===== config.mk =====
export PLATFORM = sky130hd
export DESIGN_NAME = trng_health_check
export DESIGN_NICKNAME = d
export VERILOG_FILES = /design/src/rtl/trng_pkg.sv /design/src/rtl/trng_hc_fifo.sv /design/src/rtl/trng_health_check.sv
export SDC_FILE = /design/constraint.sdc
export NUM_CORES = 1
export LEC_CHECK = 0
export CORE_ASPECT_RATIO = 0.9
export CORE_MARGIN = 5
export CORE_UTILIZATION = 45
export CTS_CLUSTER_SIZE = 24
export DETAILED_ROUTE_END_ITERATION = 8
export PLACE_DENSITY = 0.66
export SLEW_MARGIN = 20
export SYNTH_ARGS = -nofsm -noshare
export SYNTH_HDL_FRONTEND = slang
export SYNTH_HIERARCHICAL = 1
export SYNTH_SLANG_ARGS = --single-unit
export TNS_END_PERCENT = 5

===== constraint.sdc =====
create_clock -name clk -period 3.05 [get_ports clk]
set_clock_uncertainty 0.15 [all_clocks]
set_input_delay 0.61 -clock clk [delete_from_list [all_inputs] [get_ports clk]]
set_output_delay 0.61 -clock clk [all_outputs]
set_load 0.01 [all_outputs]

===== src/rtl/trng_pkg.sv =====
// Shared types and default tuning constants for the TRNG consumer-side health checker.
package trng_pkg;

  typedef enum logic [1:0] {
    HC_WARMUP,
    HC_RUN,
    HC_ALARM
  } hc_state_t;

  localparam int unsigned SAMPLE_W           = 8;
  localparam int unsigned RCT_CUTOFF_DEF     = 4;
  localparam int unsigned APT_WINDOW_DEF     = 64;
  localparam int unsigned APT_CUTOFF_DEF     = 8;
  localparam int unsigned WARMUP_SAMPLES_DEF = 16;
  localparam int unsigned FIFO_DEPTH_DEF     = 4;

endpackage


===== src/rtl/trng_hc_fifo.sv =====
// Small synchronous FIFO for healthy TRNG bytes; flush empties it in one cycle.
// A push while full is accepted only when a pop happens in the same cycle.
module trng_hc_fifo #(
  parameter int unsigned DEPTH = 4,
  parameter int unsigned WIDTH = 8
) (
  input  logic             clk,
  input  logic             n_reset,
  input  logic             flush,
  input  logic             push,
  input  logic             pop,
  input  logic [WIDTH-1:0] wdata,
  output logic [WIDTH-1:0] rdata,
  output logic             full,
  output logic             empty
);

  localparam int unsigned AW = (DEPTH > 1) ? $clog2(DEPTH) : 1;
  localparam int unsigned CW = $clog2(DEPTH + 1);
  localparam logic [CW-1:0] CNT_FULL = CW'(DEPTH);
  localparam logic [AW-1:0] PTR_LAST = AW'(DEPTH - 1);

  logic [WIDTH-1:0] mem [DEPTH];
  logic [AW-1:0]    wr_ptr_q, rd_ptr_q;
  logic [CW-1:0]    cnt_q;
  logic             do_push, do_pop;

  assign empty   = (cnt_q == '0);
  assign full    = (cnt_q == CNT_FULL);
  assign do_pop  = pop && !empty;
  assign do_push = push && (!full || do_pop);
  // Head reads as zero when nothing is stored.
  assign rdata   = empty ? '0 : mem[rd_ptr_q];

  always_ff @(posedge clk) begin
    if (!n_reset || flush) begin
      wr_ptr_q <= '0;
      rd_ptr_q <= '0;
      cnt_q    <= '0;
    end else begin
      if (do_push) begin
        wr_ptr_q <= (wr_ptr_q == PTR_LAST) ? '0 : wr_ptr_q + 1'b1;
      end
      if (do_pop) begin
        rd_ptr_q <= (rd_ptr_q == PTR_LAST) ? '0 : rd_ptr_q + 1'b1;
      end
      unique case ({do_push, do_pop})
        2'b10:   cnt_q <= cnt_q + 1'b1;
        2'b01:   cnt_q <= cnt_q - 1'b1;
        default: cnt_q <= cnt_q;
      endcase
    end
  end

  always_ff @(posedge clk) begin
    if (do_push) begin
      mem[wr_ptr_q] <= wdata;
    end
  end

endmodule


===== src/rtl/trng_health_check.sv =====
// Online RCT/APT health tests on the TRNG byte stream; healthy bytes leave via a FIFO.
// Optional statistics counters (drop_count, fail_count) are built when TRNG_HC_STATS_EN is defined.
module trng_health_check
  import trng_pkg::*;
#(
  parameter int unsigned RCT_CUTOFF     = RCT_CUTOFF_DEF,
  parameter int unsigned APT_WINDOW     = APT_WINDOW_DEF,
  parameter int unsigned APT_CUTOFF     = APT_CUTOFF_DEF,
  parameter int unsigned WARMUP_SAMPLES = WARMUP_SAMPLES_DEF,
  parameter int unsigned FIFO_DEPTH     = FIFO_DEPTH_DEF
) (
  input  logic                clk,
  input  logic                n_reset,
  input  logic [SAMPLE_W-1:0] rand_in,
  input  logic                sample_en,
  output logic [SAMPLE_W-1:0] out_data,
  output logic                out_valid,
  input  logic                out_ready,
  input  logic                clear_alarm,
  output logic                healthy,
  output logic                alarm,
  output logic                rct_fail,
`ifdef TRNG_HC_STATS_EN
  output logic [15:0]         drop_count,
  output logic [7:0]          fail_count,
`endif
  output logic                apt_fail
);

  localparam int unsigned RCT_W   = $clog2(RCT_CUTOFF + 1);
  localparam int unsigned POS_W   = $clog2(APT_WINDOW);
  localparam int unsigned MATCH_W = $clog2(APT_CUTOFF + 1);
  localparam int unsigned WARM_W  = $clog2(WARMUP_SAMPLES + 1);

  localparam logic [RCT_W-1:0]   RCT_MAX   = RCT_W'(RCT_CUTOFF);
  localparam logic [MATCH_W-1:0] MATCH_MAX = MATCH_W'(APT_CUTOFF);
  localparam logic [WARM_W-1:0]  WARM_LAST = WARM_W'(WARMUP_SAMPLES - 1);

  hc_state_t           state_q;
  logic [SAMPLE_W-1:0] last_q, ref_q;
  logic [RCT_W-1:0]    rct_cnt_q, rct_cnt_d;
  logic [POS_W-1:0]    apt_pos_q;
  logic [MATCH_W-1:0]  apt_match_q, apt_match_d;
  logic [WARM_W-1:0]   warm_cnt_q;
  logic                healthy_q, alarm_q, rct_fail_q, apt_fail_q;

  logic accept, apt_inc, rct_hit, apt_hit, fail;
  logic fifo_push, fifo_flush, fifo_full, fifo_empty;

  assign accept = sample_en && (state_q != HC_ALARM);

  always_comb begin
    rct_cnt_d   = RCT_W'(1);
    apt_match_d = apt_match_q;
    apt_inc     = 1'b0;
    // A zero run count means no sample has been seen since reset/clear.
    if ((rct_cnt_q != '0) && (rand_in == last_q)) begin
      rct_cnt_d = (rct_cnt_q == RCT_MAX) ? rct_cnt_q : rct_cnt_q + 1'b1;
    end
    if (apt_pos_q == '0) begin
      apt_match_d = MATCH_W'(1);
      apt_inc     = 1'b1;
    end else if (rand_in == ref_q) begin
      apt_inc = 1'b1;
      if (apt_match_q != MATCH_MAX) begin
        apt_match_d = apt_match_q + 1'b1;
      end
    end
    rct_hit = accept && (rct_cnt_d == RCT_MAX);
    apt_hit = accept && apt_inc && (apt_match_d == MATCH_MAX);
    fail    = rct_hit || apt_hit;
  end

  // The failing cycle flushes; a pop in that same cycle has already been taken downstream.
  assign fifo_push  = accept && !fail && (state_q == HC_RUN);
  assign fifo_flush = accept && fail;

  always_ff @(posedge clk) begin
    if (!n_reset) begin
      state_q     <= HC_WARMUP;
      last_q      <= '0;
      ref_q       <= '0;
      rct_cnt_q   <= '0;
      apt_pos_q   <= '0;
      apt_match_q <= '0;
      warm_cnt_q  <= '0;
      healthy_q   <= 1'b0;
      alarm_q     <= 1'b0;
      rct_fail_q  <= 1'b0;
      apt_fail_q  <= 1'b0;
    end else begin
      unique case (state_q)
        HC_WARMUP, HC_RUN: begin
          if (accept) begin
            last_q      <= rand_in;
            rct_cnt_q   <= rct_cnt_d;
            apt_pos_q   <= apt_pos_q + 1'b1;
            apt_match_q <= apt_match_d;
            if (apt_pos_q == '0) begin
              ref_q <= rand_in;
            end
            if (fail) begin
              state_q    <= HC_ALARM;
              healthy_q  <= 1'b0;
              alarm_q    <= 1'b1;
              rct_fail_q <= rct_hit;
              apt_fail_q <= apt_hit;
            end else if (state_q == HC_WARMUP) begin
              warm_cnt_q <= warm_cnt_q + 1'b1;
              if (warm_cnt_q == WARM_LAST) begin
                state_q   <= HC_RUN;
                healthy_q <= 1'b1;
              end
            end
          end
        end
        HC_ALARM: begin
          if (clear_alarm) begin
            state_q     <= HC_WARMUP;
            alarm_q     <= 1'b0;
            rct_fail_q  <= 1'b0;
            apt_fail_q  <= 1'b0;
            rct_cnt_q   <= '0;
            apt_pos_q   <= '0;
            apt_match_q <= '0;
            warm_cnt_q  <= '0;
          end
        end
        default: begin
          state_q   <= HC_WARMUP;
          healthy_q <= 1'b0;
          alarm_q   <= 1'b0;
        end
      endcase
    end
  end

  trng_hc_fifo #(
    .DEPTH (FIFO_DEPTH),
    .WIDTH (SAMPLE_W)
  ) u_fifo (
    .clk     (clk),
    .n_reset (n_reset),
    .flush   (fifo_flush),
    .push    (fifo_push),
    .pop     (out_ready),
    .wdata   (rand_in),
    .rdata   (out_data),
    .full    (fifo_full),
    .empty   (fifo_empty)
  );

  assign out_valid = !fifo_empty;
  assign healthy   = healthy_q;
  assign alarm     = alarm_q;
  assign rct_fail  = rct_fail_q;
  assign apt_fail  = apt_fail_q;

`ifdef TRNG_HC_STATS_EN
  logic [15:0] drop_q;
  logic [7:0]  fail_cnt_q;

  always_ff @(posedge clk) begin
    if (!n_reset) begin
      drop_q     <= '0;
      fail_cnt_q <= '0;
    end else begin
      if (fifo_push && fifo_full && !out_ready && (drop_q != 16'hffff)) begin
        drop_q <= drop_q + 1'b1;
      end
      if (fifo_flush && (fail_cnt_q != 8'hff)) begin
        fail_cnt_q <= fail_cnt_q + 1'b1;
      end
    end
  end

  assign drop_count = drop_q;
  assign fail_count = fail_cnt_q;
`endif

endmodule


Yosys cells after proc, flatten, opt, wreduce, memory -nomap -nowiden. Memory sizes are Yosys's and may differ from the RTL's. A register that Yosys moved wholly into a read port is not among the register bits. Cells that the tools add are included.

Bits in registers: 47. Latch bits: 0. Memory bits (writable): 32. ROM bits: 0. Bits of input ports: 13. Word-level logic and storage cells: 128. Memories kept: 1.

Add/sub/neg operators: 8. $mul: 0. Divide/modulo/power cells: 0. Order comparisons: 0. Equal/unequal tests: 22. Shift operators: 0. Muxes and demuxes: 50. Bitwise logic cells: 1. Reductions and logical operators: 32.

Memory list: u_fifo.mem (words 4, width 8, read ports 1, clocked after memory_dff 1, wr ports 1, line trng_hc_fifo.sv:23) `logic [WIDTH-1:0] mem [DEPTH];`.

Operators with widths (number): $mux 4 (5); $mux 5 (4); $mux 2 (9); $eq 8x8->1 (2); $mux 1 (15); $mux 3 (4); $mux 6 (2); $ne 2x2->1 const B (6); $pmux 3 s2 (2); $pmux 6 s2 (1); $reduce_and 4->1 (3); $logic_and 1x1->1 (10); $pmux 5 s2 (1); $eq 3x3->1 const B (3); $reduce_and 3->1 (3); $eq 2x2->1 const B (4); $mux 8 (1); $pmux 1 s2 (4); $pmux 4 s2 (1); $add 3x1->3 const B (2); $add 6x1->6 const B (1); $logic_not 6->1 (1); $ne 3x3->1 const B (2); $add 5x1->5 const B (1); other kinds (18) (26).

Logic depth before layout (Yosys ltp). Gate-level depths: netlist of the first run.

Depth after elaboration: 13. Gate-level depth with buffers: 14. Mapped depth without buffers: 14.

Cells and area by module. Netlist of the first run, hierarchy kept.

Modules (own cells, without submodules): trng_health_check (times used 1, cells an instance 253, area each 2173.3 µm², seq. area each 800.8 µm²); trng_hc_fifo (times used 1, cells an instance 113, area each 1765.4 µm², seq. area each 1141.1 µm²).

Worst setup path before layout of the first run. OpenSTA, ideal clock, no wires.

Path kind: input to register. Start point: in rand_in[5]. End point: reg u_fifo.cnt_q[1]. Library setup time: 121 ps. Arrival: 2595 ps. Data required time: 2779 ps. Slack: 183 ps. Cell stages on the path: 11. Path buffers: 0. Cell sequence: xor2_1 -> nor4_1 -> and4_1 -> nand3_2 -> nand2_1 -> nor2_1 -> inv_1 -> nand3b_1 -> fa_1 -> nor2_1 -> mux2_4.

RTL lines: start, declared (line trng_health_check.sv:14) `input logic [SAMPLE_W-1:0] rand_in,`; $eq 8x8->1, on equally long branches (line trng_health_check.sv:63, trng_health_check.sv:57); $mux 4, or another cell as far along (line trng_health_check.sv:63) `end else if (rand_in == ref_q) begin`; $mux 4, or another cell as far along (line trng_health_check.sv:60) `if (apt_pos_q == '0) begin`; $eq 4x4->1, or another cell as far along (line trng_health_check.sv:70) `apt_hit = accept && apt_inc && (apt_match_d == MATCH_MAX);`; $logic_and 1x1->1, on equally long branches (line trng_health_check.sv:70, trng_health_check.sv:69); $logic_or 1x1->1 (*) (line trng_health_check.sv:71) `fail = rct_hit || apt_hit;`; $logic_and 1x1->1 (*) (line trng_health_check.sv:76) `assign fifo_flush = accept && fail;`; via fifo_flush (line trng_health_check.sv:48) `logic fifo_push, fifo_flush, fifo_full, fifo_empty;`; $logic_or 1x1->1 (*) (line trng_hc_fifo.sv:36) `if (!n_reset || flush) begin`; end signal, assigned (line trng_hc_fifo.sv:48) `2'b10: cnt_q <= cnt_q + 1'b1;`; end signal, assigned (line trng_hc_fifo.sv:49) `2'b01: cnt_q <= cnt_q - 1'b1;`; end signal, assigned (line trng_hc_fifo.sv:50) `default: cnt_q <= cnt_q;`; end, declared (line trng_hc_fifo.sv:25) `logic [CW-1:0] cnt_q;`.

The timed path passes the listed nets; every way through them passes the cells marked *. A chain may end at the register's enable or synchronous reset.

Final worst setup path of the first run.
Start point: in rand_in[3]. End point: reg u_fifo.cnt_q[1].

The elaborated chain is that of the path after synthesis.

==> results.md, run 1 <==
GRT:
- The sum of overflow across all layers after global routing is 0.
- Entering global routing, the biggest net connects 18 pins.
- The initial antenna violation count is 0.
- The global-route wire length before repair is ~13 mm.
- The number of global-route vias before repair is around 2,800.
- For this run, global-route usage on met2 was measured as roughly a quarter.
- The routing usage on met1 is between 10% and 20%.
- In the global route stage, met3 resource usage came out at under 10%.
- The layer with the highest usage is met2.
- In the global route stage, overall resource usage came out at 15.3%.

STA:
- Setup violations remaining at the end of the flow were counted as 0.
- The share of the clock period used by the worst path is between 90 and 100%.
- The relative max-transition margin is 65.3%.
- The number of max-slew violations in the final report is 0.
- The clock period minus worst slack is 2.92 ns.
- Timing would allow up to 342 MHz.
- The final-report hold violation count is 0.
- Setup repair after global routing left no endpoint under its margin.
- The final setup slack of the worst path is about 0.13 ns.
- The worst-margin pin slew is roughly 0.52 ns.

Detailed routing:
- Using the TritonRoute via totals, the vias-per-cell ratio works out to around 5.2.
- The post-route DRC violation count is 0.
- The final route contains ~2,800 vias.
- Dividing the detail-routed wire length by the instance count gives between 10 and 15 µm.
- The count of nets left with antenna violations after detail routing is 0.
- Before antenna repair, the detailed router went through 4 iterations.
- The detailed router finished its first iteration with slightly below 90 violations.
- The routed design has between 7 and 8 mm of wire.

Synthesis:
- Synthesis handed over a netlist of 365 instances.
- When the netlist entered floorplanning its net count stood at between 300 and 400.
- The total of warnings raised by yosys is 6.
- The post-synth design cell area is between 0.003 and 0.004 mm².
- Dividing the synthesized area by the synthesized cell count gives approximately 11 µm².

Pwr:
- The worst-case IR drop observed on VDD is just under 0.0002 V.
- In this run the static leakage power is about 1.7 nW.
- The power density over the cells is ~440 mW/mm².

Place:
- The placed standard-cell area is ~0.0045 mm².
- The global placement routability congestion is 0.747.
- The total half-perimeter wirelength after legalization and detailed placement is 5.42 mm.
- The pre-CTS setup slack is -0.362 ns.
- In this run the tool buffered the top-level ports with 25 buffer cells.

Cells and area:
- In the layout the commonest cells are dfxtp_1 (49), nand2_1 (33), edfxtp_1 (32).
- The post-route netlist has around a fifth of its cells at a drive strength greater than 1.
- For this run, the share of the core covered by cells in the final layout is 54.6%.
- The layout has between 700 and 800 filler cells.
- The final layout contains ~440 nets.
- The number of antenna diodes is 0.
- The post-synthesis to final-layout area growth is 19.0%.
- Leaving out fill and tap cells, the most frequent cell in the layout is dfxtp_1.
- The final design instance area without fill is 0.00468 mm².

Setup path:
- Traced cell by cell, the critical path runs through clkdlybuf4s50_1 > xor2_1 > nor3_1 > and4_4 > nand3_2 > nand2_2 > nor2_1 > inv_1 > nand3b_1 > fa_2 > nor2_1 > mux2_4.
- The critical path startpoint category is a primary input.
- The critical-path cell with the highest stage delay is fa_2.
- At the worst endpoint, the required time is about 3.2 ns.
- The buffers plus inverters on the worst setup path is 2.
- STA puts the critical path data arrival time at approximately 3.0 ns.
- In this run the worst path has a maximum fanout of 2.
- The worst setup path is captured at a flop.
- The cell family contributing the most delay on the critical path is simple AND/OR/NAND/NOR gates.
- The biggest cell delay along the critical path is 0.53 ns.
- The critical path's most frequent cell is nor2_1.
- The category of the critical setup timing path is primary input to flop.

CTS:
- The CTS tree is built.
- The total CTS buffers is 9.
- The source-to-sink clock delay at the later pin of the worst-skew pair is between 0.3 and 0.4 ns.
- Clock-pin slew was measured on the worst setup and hold paths at roughly 0.09 ns.
- The count of clock tree sinks is 81.
- The H-tree was split into 3 levels.
- The maximum count of clock buffers along a single path is 2.
- The cell at the root of the clock tree is clkbuf_8.
- After clock tree synthesis, the flow added hold-fix buffers numbering 0.

Floorplanning:
- The chip height is 98.7 µm.
- The die boundary width is approximately 110 µm.
- For this configuration, the core starts out at a cell density of a little under half.
- 26 I/O pins were placed.
- The floorplan has 32 rows.
- In this run the standard cell core region covers 0.00857 mm².
- The floorplan die area is ~0.011 mm².

Flow run:
- The max capacitance violation total is 0.

Run status:
- The flow ran to the end, and the final reports show no timing, DRC or antenna violations.

Worst hold path:
- The worst min-delay path class is flop to flop.
==> cell type report <==
| type | instances | area [µm²] | area share (%) |
|---|---|---|---|
| repair buffers | 52 | 460 | 9.84 |
| multi-input cells | 251 | 1880 | 40.2 |
| clock inverters | 6 | 50.0 | 1.07 |
| clock buffers | 10 | 138 | 2.94 |
| flip-flops and latches | 81 | 1940 | 41.5 |
| inverters | 16 | 60.1 | 1.28 |
| well taps | 119 | 149 | 3.18 |
==> worst reg2reg max path, stage by stage (launching register included) <==
cell      delay [ns]
dfxtp_1         0.41
inv_2           0.07
ha_1            0.26
or3_1           0.36
a31oi_1         0.24
nand3_2         0.13
nand2_2         0.08
nor2_1          0.06
inv_1           0.07
nand3b_1        0.09
fa_2            0.53
nor2_1          0.04
mux2_4          0.26
==> power by group <==
group          switching [mW]  internal, mW  total (mW)  leakage [nW]
logic                  0.0879        0.0757       0.164         0.966
registers              0.0167          1.14        1.16         0.686
clock network           0.405         0.326       0.731        0.0895
==> path summary, 6_finish.rpt <==
| path | end | slack (ns) | depth (start not counted) | start |
|---|---|---|---|---|
| setup reg to reg | u_fifo/cnt_q[1] | 0.21 | 12 | rct_cnt_q[0] |
| setup / recovery | u_fifo/cnt_q[1] | 0.13 | 12 | rand_in[3] |
| hold reg to reg | warm_cnt_q[4] | 0.31 | 2 | warm_cnt_q[4] |
| hold / removal | warm_cnt_q[4] | 0.31 | 2 | warm_cnt_q[4] |
==> per-stage QoR <==
step,cells,setup TNS (ns),power [mW],hold slack [ns]
after floorplan,365,0,1.28,0.288
after global placement,519,-6.82,1.35,0.299
after detailed placement,519,-8.17,1.35,0.307
after CTS,535,-0.00690,2.09,0.320
after global routing,535,0,2.15,0.351
final,535,0,2.05,0.315
==> flip-flops by register name, summed over array words and instances, names as in the netlist, named ones only <==
signal	cells
u_fifo/mem	32
rct_fail	1
state_q	2
warm_cnt_q	5
u_fifo/rd_ptr_q	2
apt_fail	1
apt_pos_q	6
alarm	1
ref_q	8
healthy	1
rct_cnt_q	3
u_fifo/wr_ptr_q	2
u_fifo/cnt_q	3
last_q	8
apt_match_q	4
==> per-layer routing <==
layer | share of wire (%) | wire length [µm]
met4 | 1.2 | 87
met1 | 46 | 3470
met2 | 48 | 3620
met5 | 0 | 0
met3 | 4.6 | 343
==> what timing repair did <==
item / 4_1_cts / 5_1_grt
resized for setup: 1 / 11
hold endpoints to repair: 0 / 0
pin swaps: 1 / 3
setup buffers: 0 / 0
endpoints found under the setup margin: 1 / 35
Power figures use the tool's default switching activity.
==> inputs of run 2 (changes only) <==
PLACE_DENSITY = not set   (was 0.66)
PLACE_DENSITY_LB_ADDON = 0.08   (was not set)
==> run 2 against run 1 <==
  * Clock power is 8.6% higher
  * Non-clock buffer count rose by 6
  * Combinational power grew 4%
  * Worst hold slack better by 0.0049 ns
  * Maximum frequency up 1.3%
  * Worst setup slack improved by 0.039 ns
  * Critical path depth rose by 1
  * Sequential power hardly changed
  * Utilization increased by 0.69 points
  * Wire length increased by 4.8%
  * Cell area increased by 1.3%
==> results.md, run 2 (same netlist as run 1, synthesis figures left out) <==
Setup path:
- The beginning of the worst register-to-register path is apt_match_q[0] (was rct_cnt_q[0]).
- The end point of the critical path is u_fifo/cnt_q[1] (unchanged).
- The critical path startpoint category is a primary input (unchanged).
- The arrival time at the worst endpoint came to 2.99 ns (was 3.03 ns).
- The reg-to-reg setup timing slack was 0.18 ns (was 0.21 ns).
- The logic depth of the worst register-to-register path is 12 (unchanged).
- The destination of the worst register-to-register timing path is u_fifo/cnt_q[1] (unchanged).
- The category of the critical setup timing path was primary input to flop (unchanged).
- The critical path required time is 3.15 ns (was 3.16 ns).
- The highest net fanout along the worst path is 2 (unchanged).
- The nature of the critical path endpoint is a flop (unchanged).
- The worst setup path startpoint is rand_in[5] (was rand_in[3]).

Cells and area:
- The most common library cell in the layout ignoring fill and taps is dfxtp_1 (unchanged).
- The number of antenna diodes is 0 (unchanged).
- The register with the highest flop count is u_fifo/mem (unchanged).
- The post-synthesis to final-layout area growth is 20.5% (was 19.0%).
- The fraction of layout instances using a drive strength above 1 was 19.0% (was 18.8%).
- The number of flip-flops in the largest register came to 32 (unchanged).
- The count of filler cells inserted in the layout is 802 (was 784).
- The multi-input logic area came to 0.00187 mm² (was 0.00188 mm²).
- Largest regs: u_fifo/mem x32, last_q x8, ref_q x8 (unchanged).
- Most used cells in the layout excluding fill and tap cells: dfxtp_1 (48), nand2_1 (33), buf_4 (32), edfxtp_1 (32) (was dfxtp_1 (49), nand2_1 (33), edfxtp_1 (32)).
- The total number of nets in the final design was 444 (was 438).
- The sequential cell area in the final layout was 0.00194 mm² (about the same).

GRT:
- The sum of overflow across all layers after global routing is 0 (unchanged).
- The initial antenna violation count is 0 (unchanged).
- The pin count of the biggest net entering global routing came to 22 (was 18).
- The global-route wire length before repair is 13.7 mm (was 13.0 mm).
- The global-route total usage across every layer is 16.1% (was 15.3%).
- The number of global-route vias before repair is 2,796 (was 2,776).

Floorplanning:
- The number of placed I/O pins is 26 (unchanged).
- The die boundary width was 109 µm (unchanged).
- The chip height is 98.7 µm (unchanged).
- The floorplan die area was 0.0107 mm² (unchanged).
- The total core area was 0.00857 mm² (unchanged).
- The effective utilization at floorplan is 45.9% (unchanged).
- The placement row count was 32 (unchanged).

STA:
- RSZ-0062 raised after global routing: no (unchanged).
- The share of the clock period used by the worst path is 94.6% (was 95.9%).
- The total of endpoints with negative setup slack in the final report is 0 (unchanged).
- The clock period minus worst slack is 2.89 ns (was 2.92 ns).
- The relative max-transition margin came to 51.5% (was 65.3%).
- The highest clock frequency the design can meet is 346 MHz (was 342 MHz).
- The final-report hold violation count is 0 (unchanged).
- The worst-margin pin slew is 0.728 ns (was 0.520 ns).
- The tightest hold margin is 0.319 ns (was 0.315 ns).
- The number of max-slew violations in the final report was 0 (unchanged).

CTS:
- The CTS tree is built (unchanged).
- The maximum count of clock buffers along a single path is 2 (unchanged).
- The count of clock tree sinks was 81 (unchanged).
- The total CTS buffers is 9 (unchanged).
- The register clock-pin slew on the reported worst setup and hold paths is 0.09 ns (about the same).
- The total number of H-tree levels is 3 (unchanged).
- The quantity of hold-fixing buffers added after cts is 0 (unchanged).
- The source-to-sink clock delay at the later pin of the worst-skew pair is 0.35 ns (was 0.36 ns).
- The cell at the root of the clock tree was clkbuf_8 (unchanged).

Detailed routing:
- The overall routed net length is 7.88 mm (was 7.52 mm).
- The post-route DRC violation count is 0 (unchanged).
- The number of vias in the routed layout came to 2,781 (was 2,778).
- The number of detailed-route iterations in the first pass came to 4 (unchanged).
- The per-cell via count in the routed design came to 5.14 (was 5.19).
- The count of nets left with antenna violations after detail routing is 0 (unchanged).
- The average routed wire per standard cell is 14.6 µm (was 14.0 µm).
- The iteration-0 DRC count of the detailed router was 91 (was 89).

Flow run:
- The max capacitance violation total is 0 (unchanged).

Worst hold path:
- The worst min-delay path class is flop to flop (unchanged).
- The beginning of the worst hold path is last_q[7] (was warm_cnt_q[4]).

Place:
- The global placement routability congestion came to 0.806 (was 0.747).
- The total half-perimeter wirelength after legalization and detailed placement came to 5.60 mm (was 5.42 mm).
- The number of buffers added on ports is 25 (unchanged).

Pwr:
- The combinational power share is 8.0% (about the same).
- The switching power as a share of total power is 24.4% (was 24.8%).
- The post-route total power is 2.12 mW (was 2.05 mW).
- The worst supply voltage drop on vdd is 0.000272 V (was 0.000197 V).
- The leakage power total is 1.80 nW (was 1.74 nW).
- The portion of total power attributed to sequential cells is 54.6% (was 56.4%).
- The internal power summed over all cells is 1.61 mW (was 1.54 mW).
- The share of power burned in the clock network is 37.4% (was 35.6%).
- The power density over the cells is 448 mW/mm² (was 439 mW/mm²).
- The total net switching power was 518 µW (was 509 µW).

Run status:
- Result of the run: complete, no violations (unchanged).
run 2: repair_timing:
item                                    CTS  global route
setup buffers                             1             1
cloned                                    0             0
gates resized for setup                   4            11
pin swaps                                 1             7
endpoints found under the setup margin    2             2
hold endpoints to repair                  0             0
run 2: metrics by stage:
step,setup TNS (ns),cell area [µm²],setup WS [ns],cells,utilization [%]
after global routing,0,4740,0.00286,541,55.3
after global placement,-9.77,4490,-0.374,523,52.4
after CTS,0,4690,0.0309,540,54.8
final,0,4740,0.164,541,55.3
after detailed placement,-9.66,4490,-0.414,523,52.4
after floorplan,0,3930,0.183,365,-
run 2: layout make-up:
cell class	instances	share of cell area (%)
Clock buffer	9	2.61
Clock inverter	7	1.64
Inverter	16	1.27
Multi-Input combinational cell	251	39.5
Sequential cell	81	41.0
Tap cell	119	3.14
Timing Repair Buffer	58	10.8
run 2: how the worst min path moves through the flow:
| stage | endpoint | cells after the start |
|---|---|---|
| 4_1_cts | last_q[7] | 2 |
| 5_1_grt | last_q[3] | 2 |
| 3_5_place_dp | last_q[7] | 2 |
| 6_report | last_q[7] | 2 |
| 3_3_place_gp | warm_cnt_q[4] | 2 |
| 2_1_floorplan | warm_cnt_q[4] | 2 |
run 2: power groups by stage:
stage	logic [mW]	registers [mW]	clock network (mW)
floorplan	0.0985	1.18	0
global placement	0.169	1.18	0
detailed placement	0.170	1.18	0
CTS	0.171	1.16	0.827
global route	0.192	1.16	0.876
finish	0.171	1.16	0.794
run 2: metal layers:
layer	wire, µm	track usage (%)	vias up
met4	152	5.73	0
met5	0	0	-
met2	3660	25.7	45
li1	-	-	1411
met3	257	3.60	14
met1	3810	21.6	1311
run 2: worst max-delay path, cell delays in order:
cell and delay (ns):
dlygate4sd2_1 0.27, xor2_1 0.17, nor4_1 0.29, buf_4 0.17, and4_4 0.23, nand3_2 0.08, nand2_2 0.08, nor2_1 0.05
inv_1 0.08, nand3b_1 0.11, fa_2 0.55, nor2_1 0.04, mux2_4 0.26
